===== src/rtl/clock_divider_multi.sv =====
// Multi-channel programmable 50%-duty clock divider with a per-channel valid/ready reprogramming slot.
// Optional feature: define CLKDIV_SYNC_START_EN to add the sync_start phase-alignment input.
module clock_divider_multi #(
    parameter int N_CH         = 4,
    parameter int HALF_W       = 24,
    parameter int DEFAULT_HALF = 3
) (
    input  logic                  clk_in,
    input  logic                  rst_n,
    input  logic                  cfg_valid,
    output logic                  cfg_ready,
    input  logic [$clog2(N_CH):0] cfg_ch,
    input  logic [HALF_W-1:0]     cfg_half,
`ifdef CLKDIV_SYNC_START_EN
    input  logic                  sync_start,
`endif
    output logic [N_CH-1:0]       clk_out,
    output logic [N_CH-1:0]       rise_pulse,
    output logic [N_CH-1:0]       running
);

    localparam int                CH_W       = $clog2(N_CH) + 1;
    localparam logic [HALF_W-1:0] HALF_ONE   = HALF_W'(1);
    localparam logic [HALF_W-1:0] HALF_RESET = HALF_W'(DEFAULT_HALF);

    typedef enum logic [1:0] {
        ST_STOPPED  = 2'd0,
        ST_RUN_LOW  = 2'd1,
        ST_RUN_HIGH = 2'd2
    } state_t;

    localparam state_t STATE_RESET = (DEFAULT_HALF != 0) ? ST_RUN_LOW : ST_STOPPED;

    logic [N_CH-1:0] w_pend_vld;
    logic            w_sync;

`ifdef CLKDIV_SYNC_START_EN
    assign w_sync = sync_start;
`else
    assign w_sync = 1'b0;
`endif

    // Out-of-range channel numbers always see a free slot so the request is silently dropped.
    always_comb begin
        cfg_ready = 1'b1;
        for (int i = 0; i < N_CH; i++) begin
            if (cfg_ch == CH_W'(i)) begin
                cfg_ready = !w_pend_vld[i];
            end
        end
    end

    genvar gi;
    generate
        for (gi = 0; gi < N_CH; gi++) begin : g_ch
            state_t            r_state;
            logic [HALF_W-1:0] r_cnt;
            logic [HALF_W-1:0] r_active_half;
            logic [HALF_W-1:0] r_pend_half;
            logic              r_pend_vld;
            logic              r_clk;
            logic              r_rise;
            logic              w_accept;
            logic              w_last;

            assign w_accept = cfg_valid && cfg_ready && (cfg_ch == CH_W'(gi));
            assign w_last   = (r_cnt == r_active_half - HALF_ONE);

            always_ff @(posedge clk_in or negedge rst_n) begin
                if (!rst_n) begin
                    r_state       <= STATE_RESET;
                    r_cnt         <= '0;
                    r_active_half <= HALF_RESET;
                    r_pend_half   <= '0;
                    r_pend_vld    <= 1'b0;
                    r_clk         <= 1'b0;
                    r_rise        <= 1'b0;
                end else begin
                    r_rise <= 1'b0;
                    // A slot can only be filled while empty, so it never collides with an apply below.
                    if (w_accept) begin
                        r_pend_vld  <= 1'b1;
                        r_pend_half <= cfg_half;
                    end
                    if (w_sync && (r_state != ST_STOPPED)) begin
                        r_cnt <= '0;
                        r_clk <= 1'b0;
                        if (r_pend_vld) begin
                            r_active_half <= r_pend_half;
                            r_pend_vld    <= 1'b0;
                            r_state       <= (r_pend_half == '0) ? ST_STOPPED : ST_RUN_LOW;
                        end else begin
                            r_state <= ST_RUN_LOW;
                        end
                    end else begin
                        case (r_state)
                            ST_STOPPED: begin
                                r_cnt <= '0;
                                r_clk <= 1'b0;
                                if (r_pend_vld) begin
                                    r_active_half <= r_pend_half;
                                    r_pend_vld    <= 1'b0;
                                    if (r_pend_half != '0) begin
                                        r_state <= ST_RUN_LOW;
                                    end
                                end
                            end
                            ST_RUN_LOW: begin
                                if (w_last) begin
                                    r_state <= ST_RUN_HIGH;
                                    r_clk   <= 1'b1;
                                    r_rise  <= 1'b1;
                                    r_cnt   <= '0;
                                end else begin
                                    r_cnt <= r_cnt + HALF_ONE;
                                end
                            end
                            ST_RUN_HIGH: begin
                                // End of a full period is the only glitch-free point to change the half.
                                if (w_last) begin
                                    r_clk <= 1'b0;
                                    r_cnt <= '0;
                                    if (r_pend_vld) begin
                                        r_active_half <= r_pend_half;
                                        r_pend_vld    <= 1'b0;
                                        r_state       <= (r_pend_half == '0) ? ST_STOPPED : ST_RUN_LOW;
                                    end else begin
                                        r_state <= ST_RUN_LOW;
                                    end
                                end else begin
                                    r_cnt <= r_cnt + HALF_ONE;
                                end
                            end
                            default: begin
                                r_state <= ST_STOPPED;
                                r_cnt   <= '0;
                                r_clk   <= 1'b0;
                            end
                        endcase
                    end
                end
            end

            assign w_pend_vld[gi] = r_pend_vld;
            assign clk_out[gi]    = r_clk;
            assign rise_pulse[gi] = r_rise;
            assign running[gi]    = (r_state == ST_RUN_LOW) || (r_state == ST_RUN_HIGH);
        end
    endgenerate

endmodule


===== config.mk =====
export PLATFORM = sky130hd
export DESIGN_NAME = clock_divider_multi
export DESIGN_NICKNAME = d
export VERILOG_FILES = /design/src/rtl/clock_divider_multi.sv
export SDC_FILE = /design/constraint.sdc
export NUM_CORES = 1
export LEC_CHECK = 0
export BUFFER_PORTS_ARGS = -buffer_cell sky130_fd_sc_hd__buf_2
export CAP_MARGIN = 10
export CORE_ASPECT_RATIO = 0.75
export CORE_MARGIN = 5
export CORE_UTILIZATION = 55
export CTS_CLUSTER_DIAMETER = 30
export DETAILED_ROUTE_END_ITERATION = 7
export PLACE_DENSITY = 0.83
export SYNTH_ARGS = -nofsm -noshare
export SYNTH_HDL_FRONTEND = slang
export SYNTH_SLANG_ARGS = --single-unit

===== constraint.sdc =====
create_clock -name clk_in -period 3.8 [get_ports clk_in]
set_input_delay 0.19 -clock clk_in [delete_from_list [all_inputs] [get_ports clk_in]]
set_output_delay 0.19 -clock clk_in [all_outputs]
set_load 0.02 [all_outputs]

== After elaboration in Yosys (flattened, before gate mapping) ==
Index checks and enable logic that the tools add are counted.
Storage, ports and cells
  register bits after elaboration: 308
  input port bits: 30
  output and inout bits: 13
  logic and storage cells: 201
Cells by class
  add/subtract/negate cells: 8
  equal/unequal tests: 31
  multiplexer cells: 88
  reductions and logical operators: 46
Operators by type and width (number)
  $mux W24: 16
  $pmux W24 S2: 4
  $add A24 B1 Y24 const B: 4
  $eq A24 B24 Y1: 4
  $logic_not A24 Y1: 4
  $reduce_bool A24 Y1: 4
  $sub A24 B1 Y24 const B: 4
  $mux W1: 40
  $mux W2: 16
  $ne A2 B2 Y1 const B: 16
  $pmux W2 S3: 4
  $pmux W1 S2: 8
  $reduce_and A2 Y1: 8
  $reduce_and A4 Y1: 4
  $eq A2 B1 Y1 const B: 4
  $eq A2 B2 Y1 const B: 4
  $logic_not A2 Y1: 4
  $reduce_bool A2 Y1: 4
  $reduce_or A2 Y1: 4
  $eq A3 B2 Y1 const B: 2
  $logic_and A1 B1 Y1: 5
  $logic_not A1 Y1: 4
  $logic_or A1 B1 Y1: 4
  $eq A3 B1 Y1 const B: 1
  $logic_not A3 Y1: 1

== Depth between registers and ports, before layout ==
  word-level depth: 11
  gate-level depth with buffers: 13
  depth with buffers taken out: 10

== Worst setup path after synthesis ==
Ideal clock, no wire load.
  path kind: reg2reg
  from: reg g_ch[3].r_active_half[2]
  to: reg g_ch[3].r_active_half[10]
  setup time: 0.125 ns
  data arrival time: 3.506 ns
  data required time: 3.675 ns
  slack: 0.169 ns
  stages on the path, launching flop included: 10
  path buffers: 2
  clock period less this slack: 3.631 ns
  path through: dfrtp_1 or4_4 or4_1 buf_2 o41a_1 or4_4 nor4_4 a41oi_4 buf_6 mux2_4
Between the ends
  cells in the longest elaborated chain, start to end: 4
Ends and longest elaborated chain
  from (decl): line 58  | logic [HALF_W-1:0] r_active_half;
  from (signal assigned): line 89  | r_active_half <= r_pend_half;
  from (signal assigned): line 101  | r_active_half <= r_pend_half;
  from (signal assigned): line 124  | r_active_half <= r_pend_half;
  $sub A24 B1 Y24: line 67  | assign w_last = (r_cnt == r_active_half - HALF_ONE);
  $eq A24 B24 Y1: line 67
  $ne A2 B2 Y1 (no line)
  $reduce_and A2 Y1 (no line)
No other way between the ends.
A chain may end at the register's enable or synchronous reset.

== Worst setup path after layout ==
  from: reg g_ch[0].r_active_half[0]
  to: reg g_ch[0].r_active_half[21]
Between the ends
  cells in the longest elaborated chain, start to end: 4
Ends and longest elaborated chain (line)
  from (decl): 58
  from (signal assigned): 89
  from (signal assigned): 101
  from (signal assigned): 124
  $sub A24 B1 Y24: 67
  $eq A24 B24 Y1: 67
  $ne A2 B2 Y1 (no line)
  $reduce_and A2 Y1 (no line)
No other way between the ends.

==> impl_results.md <==
- Overall overflow remaining after global route: 0
- Total number of clock tree sinks: 308
- Wire length of the first global-routing pass: 69400 um
- Main flop type after synthesis: sky130_fd_sc_hd__dfrtp_1
- Arr. time, crit path: 4140 ps
- Starting utilization of the core area: 0.552
- Multiplexer share of the synthesized area: 0.142
- Cells after synthesis: 1649
- Number of top-level pins: 43
- Setup repair after global routing missed its margin: true
- Routability-driven placement congestion ratio: 0.920
- Clock power share: 0.324
- Yosys cell types: 80
- Xor/xnor cell area share of the yosys netlist: 0.0950
- Clock Tree Root: sky130_fd_sc_hd__clkbuf_16
- Post-synthesis compound-gate area fraction: 0.0671
- Internal Dissipation: 9.68 mW
- Final min period: 3710 ps
- Worst-case register-to-register setup slack: 90 ps
- Layout cell share with drive strength beyond 1: 0.232
- Vias per std cell: 6.05
- Maximum number of pins on one net before global-route repair: 118
- Hold/Removal Path Class: in -> reg
- Count of warnings emitted by yosys: 0
- Row cnt: 56
- Pins Over Slew Limit: 0
- Synth top area share: 0.432
- Synthesis-to-layout area growth: 17.4%
- Actual slew at the worst max-slew pin: 898 ps
- Switching power: 5.51 mW
- Share of total power consumed by net switching: 0.363
- Total clock buffers created by CTS: 52
- Top cells by area in the synthesized netlist: sky130_fd_sc_hd__dfrtp_1, sky130_fd_sc_hd__mux2_2, sky130_fd_sc_hd__xnor2_1
- Number of antenna-violating nets in the routed design: 0
- Die Width: 214 um
- Highest Clock Rate: 270 MHz
- # port buffers: 42
- Biggest fanout along the worst timing path: 24
- Required time at the endpoint of the critical path: 4240 ps
- Setup ws final: 94.5 ps
- Routed length per placed instance: 19.2 um
- Fraction of the yosys area taken by sequential cells: 0.450
- Crit path capture type: register
- Leakage power summed over all cells: 8.58 nW
- GRT Resource Usage Total: 0.245
- Share of synthesized flip-flops with an asynchronous set or reset: 1.00
- Portion of total power attributed to combinational logic: 0.322
- Net count of the finished layout: 1802
- Clock tree from TritonCTS: built
- Layout Utilization: 0.649
- Status: finished, final reports clean
- Die outline area: 0.0348 mm^2
- DR pass1 iterations: 6
- Worst clock skew: 22.6 ps
- Hold Slack: 30.9 ps
- Number of synthesized register bits: 308
- Type of the setup path with the least slack: reg -> reg
- Most common library cells after synthesis: sky130_fd_sc_hd__dfrtp_1, sky130_fd_sc_hd__nor2_1, sky130_fd_sc_hd__mux2_2
- Number of global-route vias before repair: 13.3k
- Yosys top cell by area: sky130_fd_sc_hd__dfrtp_1
- Largest vdd supply drop: 495 uV
- Number of failing setup endpoints in the final timing report: 0
- Detailed placer's ending HPWL: 29100 um
- Post-synth design cell area: 0.0171 mm^2
- Max-slew headroom at the worst pin: 0.401
- Post-Place Setup Slack: 26.6 ps
- Maximum capacitance violations: 0
- Pwr Density: 755 mW/mm^2
- Starting DRC count in detailed routing: 1006
- Die Y: 163 um
- Number of enable flip-flop cells after synthesis: 0
- Total wire length: 42200 um
- Count of unresolved DRC violations after routing: 0
- Post-route design area: 0.0201 mm^2
- CTS H-tree depth: 2
- Avg Inst Size Synth: 10.4 um^2
- Via count: 13.3k
- Net count after synthesis: 1703
- Initial antenna violation count: 2
- Adder-cell area share of the yosys netlist: 0.0175
- Clock-pin slew on the worst setup and hold paths: 60 ps
- Placeable core region: 0.0310 mm^2
- Synth Area in Simple Gates: 0.199
- Hold violation count in the final report: 0
- Crit path launch type: register
- Later-pin clock latency in the skew report: 580 ps
- Placed Instance Area: 0.0180 mm^2
- Bufs on Longest Clock Path: 3
- Period Utilization, post-route: 0.975
- Main combinational cell family by area after synthesis: simple AND/OR/NAND/NOR gates
- Library cell with the highest instance count after synthesis: sky130_fd_sc_hd__dfrtp_1
- Sequential cell fraction of total power: 0.355
flip-flops by register name, indices dropped and copies added (netlist names):
| register | count |
|---|---|
| g_ch.r_cnt | 96 |
| g_ch.r_clk | 4 |
| g_ch.r_active_half | 96 |
| g_ch.r_pend_vld | 4 |
| g_ch.r_rise | 4 |
| g_ch.r_state | 8 |
| g_ch.r_pend_half | 96 |
cell families after synthesis:
family / after synthesis
adder cells (fa/ha/maj): 24
AND/OR/NAND/NOR: 644
buffers and inverters: 119
XOR/XNOR: 186
multiplexers: 210
AO/OA/AOI/OAI: 158
flip-flops: 308
layout make-up:
cell class / count / area [um^2]
Clock inverter: 38 / 449
Antenna cell: 2 / 5.00
Clock buffer: 58 / 1390
Inverter: 46 / 173
Timing Repair Buffer: 118 / 922
Tap cell: 406 / 508
Multi-Input combinational cell: 1222 / 8970
Sequential cell: 308 / 7720
Fill cell: 2307 / 10900
timing repair:
action,4_1_cts,5_1_grt
hold buffers,26,0
endpoints found under the hold margin,191,0
pin swaps,1,2
buffers inserted,1,2
setup endpoints to repair,12,61
resized for setup,0,5
power by group through the flow:
stage | sequential, mW | clock (mW) | combinational (mW)
2_1_floorplan | 4.94 | 0 | 3.72
3_3_place_gp | 5.34 | 0 | 4.50
5_1_grt | 5.54 | 5.15 | 5.36
3_5_place_dp | 5.40 | 0 | 4.69
4_1_cts | 5.37 | 4.99 | 4.82
6_report | 5.39 | 4.92 | 4.89
layer usage:
metal	vias up	share of wire	global-route usage
li1	6124	-	-
met1	6631	0.44	0.343
met2	462	0.46	0.379
met3	70	0.082	0.0649
met4	0	0.020	0.0688
met5	-	0	0
layout by cell type (no fill, tap or decap), types with 24 or more instances in the layout:
cell type                       count
sky130_fd_sc_hd__nand3_1           56
sky130_fd_sc_hd__nor2_1           181
sky130_fd_sc_hd__nor4_1            60
sky130_fd_sc_hd__nor3_1            32
sky130_fd_sc_hd__buf_2             41
sky130_fd_sc_hd__clkbuf_16         53
sky130_fd_sc_hd__buf_4             44
sky130_fd_sc_hd__inv_1             46
sky130_fd_sc_hd__nand4_1           31
sky130_fd_sc_hd__mux2_2           158
sky130_fd_sc_hd__a21oi_1           33
sky130_fd_sc_hd__dfrtp_1          296
sky130_fd_sc_hd__ha_1              24
sky130_fd_sc_hd__o21ai_0           24
sky130_fd_sc_hd__xor2_1            76
sky130_fd_sc_hd__dlygate4sd3_1     26
sky130_fd_sc_hd__nand2_1           95
sky130_fd_sc_hd__and3_1            31
sky130_fd_sc_hd__xnor2_1          110
critical path, cell delays in order, from the launching register on:
cell	delay [ps]
sky130_fd_sc_hd__dfstp_2	410
sky130_fd_sc_hd__or4_1	540
sky130_fd_sc_hd__buf_4	190
sky130_fd_sc_hd__nor4_1	310
sky130_fd_sc_hd__a211o_1	170
sky130_fd_sc_hd__o22ai_1	80
sky130_fd_sc_hd__or4b_2	740
sky130_fd_sc_hd__o41ai_2	450
sky130_fd_sc_hd__nand2_2	90
sky130_fd_sc_hd__buf_6	200
sky130_fd_sc_hd__mux2_1	370
through the flow:
step,TNS (ps),instances,power [mW]
floorplan,0,1649,8.66
global placement,0,2071,9.84
detailed placement,0,2071,10.1
CTS,0,2194,15.2
global route,-42.4,2197,16.0
finish,0,2198,15.2
worst paths after layout:
| path | depth (start not counted) | to | startpoint |
|---|---|---|---|
| worst max-delay path | 10 | g_ch[0].r_active_half[21]$_DFFE_PN0P_ | g_ch[0].r_active_half[0]$_DFFE_PN1P_ |
| worst min-delay path | 2 | g_ch[2].r_pend_half[20]$_DFFE_PN0P_ | cfg_half[20] |
| worst max register to register | 10 | g_ch[0].r_active_half[21]$_DFFE_PN0P_ | g_ch[0].r_active_half[0]$_DFFE_PN1P_ |
| worst min register to register | 1 | g_ch[3].r_clk$_DFFE_PN0P_ | g_ch[3].r_clk$_DFFE_PN0P_ |
| max in group asynchronous | 3 | g_ch[2].r_active_half[0]$_DFFE_PN1P_ | rst_n |
| min in group asynchronous | 2 | g_ch[3].r_cnt[4]$_DFF_PN0_ | rst_n |
No activity file was read; power rests on OpenSTA's default activity.
